## src/rtl/riscv_tb_pkg.sv

```systemverilog
// Shared types and default register indices for the RISC-V test completion monitor.
package riscv_tb_pkg;

    typedef enum logic [1:0] {
        RUN,
        SETTLE,
        VERDICT,
        DONE
    } mon_state_e;

    localparam int unsigned REG_DONE = 26;
    localparam int unsigned REG_PASS = 27;
    localparam int unsigned REG_NUM  = 3;

endpackage

```

## src/rtl/riscv_test_monitor_shadow.sv

```systemverilog
// Snoops one register-file index and keeps a shadow copy of its last written value.
// Index 0 is never captured; freeze holds the value once the verdict is final.
module riscv_test_monitor_shadow #(
    parameter int unsigned ADDR_W = 5,
    parameter int unsigned DATA_W = 32
) (
    input  logic              clk,
    input  logic              rst,
    input  logic [ADDR_W-1:0] index,
    input  logic              we,
    input  logic [ADDR_W-1:0] waddr,
    input  logic [DATA_W-1:0] wdata,
    input  logic              freeze,
    output logic [DATA_W-1:0] value
);

    logic [DATA_W-1:0] value_q, value_d;
    logic              hit;

    assign hit = we && (waddr == index) && (index != '0) && !freeze;

    always_comb begin
        value_d = value_q;
        if (hit) begin
            value_d = wdata;
        end
    end

    always_ff @(posedge clk or negedge rst) begin
        if (!rst) begin
            value_q <= '0;
        end else begin
            value_q <= value_d;
        end
    end

    assign value = value_q;

endmodule

```

## src/rtl/riscv_test_monitor.sv

```systemverilog
// Completion monitor: snoops register writes, waits for the done marker, settles, then
// latches sticky verdicts. Define RISCV_TEST_MONITOR_TRACE_EN for per-cycle $display tracing.
module riscv_test_monitor
    import riscv_tb_pkg::*;
#(
    parameter int unsigned DATA_W      = 32,
    parameter int unsigned ADDR_W      = 5,
    parameter int unsigned DONE_REG    = REG_DONE,
    parameter int unsigned PASS_REG    = REG_PASS,
    parameter int unsigned NUM_REG     = REG_NUM,
    parameter int unsigned SETTLE_CYC  = 10,
    parameter int unsigned TIMEOUT_CYC = 100000,
    parameter int unsigned CNT_W       = 32
) (
    input  logic              clk,
    input  logic              rst,
    input  logic              rf_we,
    input  logic [ADDR_W-1:0] rf_waddr,
    input  logic [DATA_W-1:0] rf_wdata,
    output logic              done,
    output logic              pass,
    output logic              fail,
    output logic              timeout,
    output logic [DATA_W-1:0] fail_testnum,
    output logic [CNT_W-1:0]  cycles
);

    localparam int unsigned SET_W = (SETTLE_CYC > 1) ? $clog2(SETTLE_CYC) : 1;

    mon_state_e        state_q, state_d;
    logic [SET_W-1:0]  settle_q, settle_d;
    logic [CNT_W-1:0]  cycles_q, cycles_d;
    logic              done_q, done_d;
    logic              pass_q, pass_d;
    logic              fail_q, fail_d;
    logic              timeout_q, timeout_d;
    logic              to_path_q, to_path_d;
    logic [DATA_W-1:0] testnum_q, testnum_d;

    logic [DATA_W-1:0] done_sh, pass_sh, num_sh;
    logic              freeze;
    logic              done_hit;
    logic              to_hit;

    assign freeze = (state_q == DONE);

    riscv_test_monitor_shadow #(.ADDR_W(ADDR_W), .DATA_W(DATA_W)) u_done_sh (
        .clk(clk), .rst(rst), .index(ADDR_W'(DONE_REG)), .we(rf_we), .waddr(rf_waddr),
        .wdata(rf_wdata), .freeze(freeze), .value(done_sh)
    );

    riscv_test_monitor_shadow #(.ADDR_W(ADDR_W), .DATA_W(DATA_W)) u_pass_sh (
        .clk(clk), .rst(rst), .index(ADDR_W'(PASS_REG)), .we(rf_we), .waddr(rf_waddr),
        .wdata(rf_wdata), .freeze(freeze), .value(pass_sh)
    );

    riscv_test_monitor_shadow #(.ADDR_W(ADDR_W), .DATA_W(DATA_W)) u_num_sh (
        .clk(clk), .rst(rst), .index(ADDR_W'(NUM_REG)), .we(rf_we), .waddr(rf_waddr),
        .wdata(rf_wdata), .freeze(freeze), .value(num_sh)
    );

    // The done marker is taken from the raw write so SETTLE is entered on the write edge itself.
    assign done_hit = rf_we && (rf_waddr == ADDR_W'(DONE_REG)) && (DONE_REG != 0)
                      && (rf_wdata == DATA_W'(1));
    assign to_hit   = (cycles_q == CNT_W'(TIMEOUT_CYC - 1));

    always_comb begin
        state_d   = state_q;
        settle_d  = settle_q;
        cycles_d  = cycles_q;
        done_d    = done_q;
        pass_d    = pass_q;
        fail_d    = fail_q;
        timeout_d = timeout_q;
        to_path_d = to_path_q;
        testnum_d = testnum_q;
        unique case (state_q)
            RUN: begin
                if (cycles_q != '1) begin
                    cycles_d = cycles_q + 1'b1;
                end
                if (done_hit) begin
                    state_d  = SETTLE;
                    settle_d = '0;
                end else if (to_hit) begin
                    state_d   = VERDICT;
                    to_path_d = 1'b1;
                end
            end
            SETTLE: begin
                if (settle_q == SET_W'(SETTLE_CYC - 1)) begin
                    state_d = VERDICT;
                end else begin
                    settle_d = settle_q + 1'b1;
                end
            end
            VERDICT: begin
                done_d    = 1'b1;
                pass_d    = (pass_sh == DATA_W'(1));
                fail_d    = (pass_sh != DATA_W'(1));
                timeout_d = to_path_q;
                testnum_d = num_sh;
                state_d   = DONE;
            end
            DONE: begin
                state_d = DONE;
            end
            default: begin
                state_d = RUN;
            end
        endcase
    end

    always_ff @(posedge clk or negedge rst) begin
        if (!rst) begin
            state_q   <= RUN;
            settle_q  <= '0;
            cycles_q  <= '0;
            done_q    <= 1'b0;
            pass_q    <= 1'b0;
            fail_q    <= 1'b0;
            timeout_q <= 1'b0;
            to_path_q <= 1'b0;
            testnum_q <= '0;
        end else begin
            state_q   <= state_d;
            settle_q  <= settle_d;
            cycles_q  <= cycles_d;
            done_q    <= done_d;
            pass_q    <= pass_d;
            fail_q    <= fail_d;
            timeout_q <= timeout_d;
            to_path_q <= to_path_d;
            testnum_q <= testnum_d;
        end
    end

    assign done         = done_q;
    assign pass         = pass_q;
    assign fail         = fail_q;
    assign timeout      = timeout_q;
    assign fail_testnum = testnum_q;
    assign cycles       = cycles_q;

`ifdef RISCV_TEST_MONITOR_TRACE_EN
    always_ff @(posedge clk) begin
        if (rst) begin
            if (state_q == RUN || state_q == SETTLE) begin
                $display("[mon] done_sh=%0h pass_sh=%0h num_sh=%0h cycles=%0d",
                         done_sh, pass_sh, num_sh, cycles_q);
            end else if (state_q == VERDICT) begin
                if (pass_sh == DATA_W'(1)) begin
                    $display("[mon] *** TEST PASS *** testnum=%0d", num_sh);
                end else begin
                    $display("[mon] *** TEST FAIL *** testnum=%0d", num_sh);
                end
            end
        end
    end
`else
    // The done shadow only feeds the trace; keep it referenced in the quiet build.
    logic done_sh_unused;
    assign done_sh_unused = ^done_sh;
`endif

endmodule
```

## config.mk

```make
export PLATFORM = sky130hd
export DESIGN_NAME = riscv_test_monitor
export DESIGN_NICKNAME = d
export VERILOG_FILES = /design/src/rtl/riscv_tb_pkg.sv /design/src/rtl/riscv_test_monitor_shadow.sv /design/src/rtl/riscv_test_monitor.sv
export SDC_FILE = /design/constraint.sdc
export NUM_CORES = 1
export LEC_CHECK = 0
export ABC_AREA = 1
export CAP_MARGIN = 20
export CORE_MARGIN = 1.5
export CORE_UTILIZATION = 48
export DETAILED_ROUTE_END_ITERATION = 8
export PLACE_DENSITY = 0.84
export SLEW_MARGIN = 20
export SYNTH_ARGS = -nofsm -noshare
export SYNTH_HDL_FRONTEND = slang
export SYNTH_SLANG_ARGS = --single-unit
```

## constraint.sdc

```tcl
create_clock -name clk -period 2.33 [get_ports clk]
set_clock_uncertainty 0.15 [all_clocks]
set_input_delay 0.233 -clock clk [delete_from_list [all_inputs] [get_ports clk]]
set_output_delay 0.233 -clock clk [all_outputs]
set_load 0.05 [all_outputs]
```

==> After elaboration in Yosys (flattened, before gate mapping) <==
Cells that the tools add are included.
{ "totals": {"romBits": 0, "word_cells": 51, "latchBits": 0, "regBits": 139, "mem_bits_rw": 0, "inputBits": 40, "n_memories": 0, "out_inout_bits": 68} }
{ "op_classes": {"n_reduce_logical": 14, "mul": 0, "n_addsub": 2, "n_shift": 0, "mux": 7, "n_div": 0, "bitwise_logic": 1, "eq_ne": 16, "n_lt_le_gt_ge": 0} }
{ "ops": {"columns": ["operator", "n"], "rows": [
  ["== test 32 x 1 -> 1 bit (second input constant)", 2],
  ["adder 32 x 1 -> 32 bit (second input constant)", 1],
  ["== test 32 x 17 -> 1 bit (second input constant)", 1],
  ["!= test 32 x 1 -> 1 bit (second input constant)", 1],
  ["!= test 32 bit (second input constant)", 1],
  ["== test 5 bit (second input constant)", 2],
  ["two-way mux 4 bit", 2],
  ["one-hot mux 4 bit (2 select lines)", 1],
  ["logical AND 1 bit", 6],
  ["two-way mux 2 bit", 3],
  ["!= test 2 bit (second input constant)", 3],
  ["one-hot mux 2 bit (3 select lines)", 1],
  ["AND reduction 3 bit", 2],
  ["== test 5 x 2 -> 1 bit (second input constant)", 1],
  ["adder 4 x 1 -> 4 bit (second input constant)", 1],
  ["== test 2 bit (second input constant)", 2],
  ["== test 4 bit (second input constant)", 1],
  ["AND reduction 2 bit", 2],
  ["!= test 3 bit (second input constant)", 1],
  ["== test 2 x 1 -> 1 bit (second input constant)", 1],
  ["zero test 2 bit", 1],
  ["nonzero test 2 bit", 1],
  ["OR reduction 2 bit", 1],
  ["zero test 1 bit", 1],
  ["inverter 1 bit", 1]
]} }

==> Longest topological paths before layout <==
Gate-level depths: netlist (run 1).
{ "logic_depth": {"ltp_word": 5, "ltp_mapped": 12} }

==> Modules after synthesis <==
From an unflattened synthesis (run 1), not the netlist that was laid out.
{ "hier_totals": {"cells_unflattened": 960, "hier_area_um2": 7300.8} }
{ "by_module_without_submodules": {"columns": ["mod", "n_inst", "seq_area_each_um2", "area_per_inst_um2", "cells_each"], "rows": [
  ["riscv_test_monitor", 1, 1876.8, 4172.8, 600],
  ["riscv_test_monitor_shadow", 2, 800.8, 1564.0, 180]
]} }

==> Worst setup path after synthesis (run 1) <==
OpenSTA, ideal clock, no wires.
{ "synth_path": {"path_kind": "reg2reg", "start": "reg cycles_q[1], in the netlist cycles[1]", "end": "reg cycles_q[14], in the netlist cycles[14]", "stages_incl_launch_ff": 13, "arrival_ns": 1.936, "setup_slack_ns": 0.121, "setup_ns": 0.122, "path_buffers": 2, "synth_period_minus_slack_ns": 2.209, "cell_sequence": "dfrtp_1 ha_1 nand3_1 inv_2 nand2_2 nor2_4 nand2_2 nand2_4 inv_2 buf_6 buf_6 nand2_1 o21ai_1"} }
{ "synth_via": {"elab_chain_len": 2, "elab_cells_between_ends": 3} }
{ "synth_rtl": {"columns": ["element", "line_no", "text"], "rows": [
  ["from (decl)", "riscv_test_monitor.sv:32", "logic [CNT_W-1:0] cycles_q, cycles_d;"],
  ["from (signal assigned)", "riscv_test_monitor.sv:128", "cycles_q <= cycles_d;"],
  ["parallel branches: the longest is 2 deep, another holds adder 32 x 1 -> 32 bit", null, null]
]} }
Several ways; the timed one is not identified.
A chain may end at the register's enable or synchronous reset.

==> Worst setup path in the final report (run 1) <==
{ "layout_path": {"start": "reg cycles_q[29], in the netlist cycles[29]", "end": "out cycles[29]"} }
{ "layout_rtl": {"columns": ["element", "line_no", "text"], "rows": [
  ["to (decl)", "riscv_test_monitor.sv:25", "output logic [CNT_W-1:0] cycles"]
]} }
No word-level cell between the ends.

==> run_results.csv, run 1 <==
group,metric,value,unit
status,status,"complete, no violations",
final_layout,drive_gt1_share,7.254,%
global_routing,grt_usage,25.52,%
synth,syn_avg_cell_area,7.783,um2
critical_path,worstPathRequired,1.95,ns
cts,htree_levels,4,
synth,ys_types,26,
pwr,p_leak,0.004005,uW
critical_path,cp.arrival,1.75,ns
timing,period_share,91.36,%
synth,synth.net_count,874,
drt,wl_per_cell,14.52,um
final_layout,num-nets-final,996,
drt,ant_nets,0,
final_layout,mostFrequentLayoutCells,"324 x nand2_1, 139 x dfrtp_1, 106 x clkdlybuf4s50_1",
global_routing,grt_pass1_vias,5885,
synth,netlist_area,6467,um2
die,start_util,49.03,%
critical_path,cpMaxStageDelayCell,"clkdlybuf4s50_1",
place,gp_congestion,0.9285,
die,coreArea,13190,um2
timing,rsz0062_at_grt,"false",
critical_path,path_class,"reg2out",
drt,routed-via-count,5919,
final_layout,final_common_cell,"nand2_1",
cts,cts_made_buffers,17,
critical_path,crit_buf_inv,2,
synth,synth_edf_count,0,
timing,fin_crit,2.129,ns
cts,clock_path_buffers,2,
global_routing,antenna_found_initial,0,
timing,drv_slew,0,
timing,finalHoldViolations,0,
die,fp.dieH,119.1,um
timing,slew_headroom,61.79,%
drt,drc,0,
final_layout,antenna_cells,0,
drt,viasPerCell,5.188,
critical_path,start_kind,"flip-flop",
global_routing,overflow,0,
drt,dr.pass1.iters,7,
cts,clk_latency,0.43,ns
cts,cts.sinks,139,
synth,ys_seq_area_share,53.78,%
drt,drtIter0Drc,494,
final_layout,fill_cells,1101,
global_routing,grt_first_pass_wirelength,28210,um
critical_path,cp_top_family,"buffers and inverters",
final_layout,syn_to_final_growth,29.83,%
cts,path_clk_slew,0.06,ns
place,io_buffers,107,
die,rows,42,
critical_path,slowest_delay,0.80,ns
die,design.die.area,14180,um2
drt,wl,16570,um
cts,cts_tree,"yes",
critical_path,crit_path_max_fanout,5,
cts,root_buffer,"clkbuf_16",
pwr,vdd_ir_drop_max,0.0004937,V
synth,synthCells,831,
timing,setup_viol_count_final,0,
die,die_x,119.1,um
synth,async_reset_ff_share,100.0,%
critical_path,path_cells,"buf_4 -> clkdlybuf4s50_1",
synth,synth_ff_type,"dfrtp_1",
flow_run,cap_viol_max_count,0,
place,dpl.hpwl,11750,um
timing,max_freq,469.8,MHz
timing,worst_pin_slew,0.5713,ns
global_routing,grt_max_degree,65,
critical_path,endpoint_kind,"output port",
hold_path,hp-class,"in2async",
timing,setup_tns,0,ns
pwr,finalPower,5624,uW
pwr,power_density,669.7,nW/um2
die,io_pins,108,
synth,ys_seq_elements,139,
synth,ys_warn_count,0,
==> Yosys cell counts, types with 4 or more instances <==
cell        n  area, um2
clkbuf_1   18      67.56
dfrtp_1   139       3478
inv_1      79      296.5
nand2_1   324       1216
nand3_1    34      170.2
nand4_1    12      75.07
nor2_1     90      337.8
nor2_2      4      25.02
nor3_1      4      20.02
o21ai_0    79      395.4
o21ai_1     6      30.03
o21ai_2     4      35.03
xnor2_1     5      43.79
xor2_1      9      78.83
==> per-stage QoR <==
stage,setup slack [ns],instances,util (%),hold WS [ns],instance area [um2]
floorplan,0.1213,831,-,-0.2126,6467
finish,0.2013,1141,63.66,0.1802,8397
detailed placement,0.3298,1109,59.35,0.06560,7829
global placement,0.4099,1109,59.35,0.06597,7829
CTS,0.1852,1141,63.66,0.2002,8397
global route,0.1415,1141,63.66,0.2360,8397
==> cell type report <==
class / instances / area (um2) / area share, %
inverters: 82 / 307.8 / 3.666
clock inverters: 12 / 125.1 / 1.490
clock buffers: 19 / 432.9 / 5.156
well taps: 176 / 220.2 / 2.623
flip-flops and latches: 139 / 3478 / 41.42
multi-input cells: 586 / 2570 / 30.61
repair buffers: 127 / 1262 / 15.04
==> flip-flops by register name (all words and copies together) (netlist names) <==
register / count
done: 1
u_num_sh.value: 32
timeout: 1
settle_q: 4
u_pass_sh.value: 32
pass: 1
to_path_q: 1
state_q: 2
fail_testnum: 32
fail: 1
cycles: 32
==> worst register-to-register path, stage by stage, from the launching register on <==
cell     delay (ns)
dfrtp_1        0.39
ha_1           0.20
nand3_1        0.18
inv_2          0.15
nand2_2        0.10
nor2_4         0.14
nand2_2        0.08
nand2_4        0.06
inv_2          0.12
buf_4          0.20
nand2_1        0.06
o21ai_0        0.07
==> path summary, 6_finish.rpt <==
kind                       depth (start not counted)                 end  slack (ns)    startpoint
setup / recovery                                   2          cycles[29]        0.20    cycles[29]
hold / removal                                     2          cycles[29]        0.18           rst
setup reg to reg                                  11          cycles[25]        0.29     cycles[1]
hold reg to reg                                    2           to_path_q        0.30     to_path_q
max in group asynchronous                          3   u_num_sh.value[6]        1.13           rst
min in group clk                                   3  u_num_sh.value[29]        0.25  rf_wdata[29]
==> timing repair <==
item | CTS | global route
setup buffers | 0 | 0
hold buffers | 1 | 0
resized for setup | 0 | 0
hold endpoints to repair | 50 | 0
endpoints found under the setup margin | 0 | 0
==> cell families (layout without fill, tap and decap cells) <==
kind of cell	Yosys count	after routing	synth area share, %
XOR/XNOR	14	14	1.896
AND/OR/NAND/NOR	479	479	29.95
flip-flops	139	139	53.78
adder cells (fa/ha/maj)	3	3	0.5804
buffers and inverters	106	240	6.558
AO/OA/AOI/OAI	90	90	7.235
==> where the power goes <==
part	switching, uW	internal, uW	total (uW)
logic	285	177	462
registers	58.4	2510	2570
clock network	1030	1560	2590
total	1370	4250	5620
==> per-layer routing <==
metal	GRT usage (%)	part of all wire, %	vias to the layer above
met5	0	0	-
met1	33.95	43	2789
met4	13.18	3.7	0
met3	4.933	6.1	57
met2	39.92	47	240
li1	-	-	2833
Note: power is estimated with default switching activity, not from simulation.
==> run 2: changes to the inputs <==
--- a/config.mk
+++ b/config.mk
@@ -15,3 +15,4 @@
 export SYNTH_ARGS = -nofsm -noshare
 export SYNTH_HDL_FRONTEND = slang
 export SYNTH_SLANG_ARGS = --single-unit
+export TNS_END_PERCENT = 20
==> results of run 2 <==
Same layout as run 1: the final DEF is identical, and so are final timing and power.
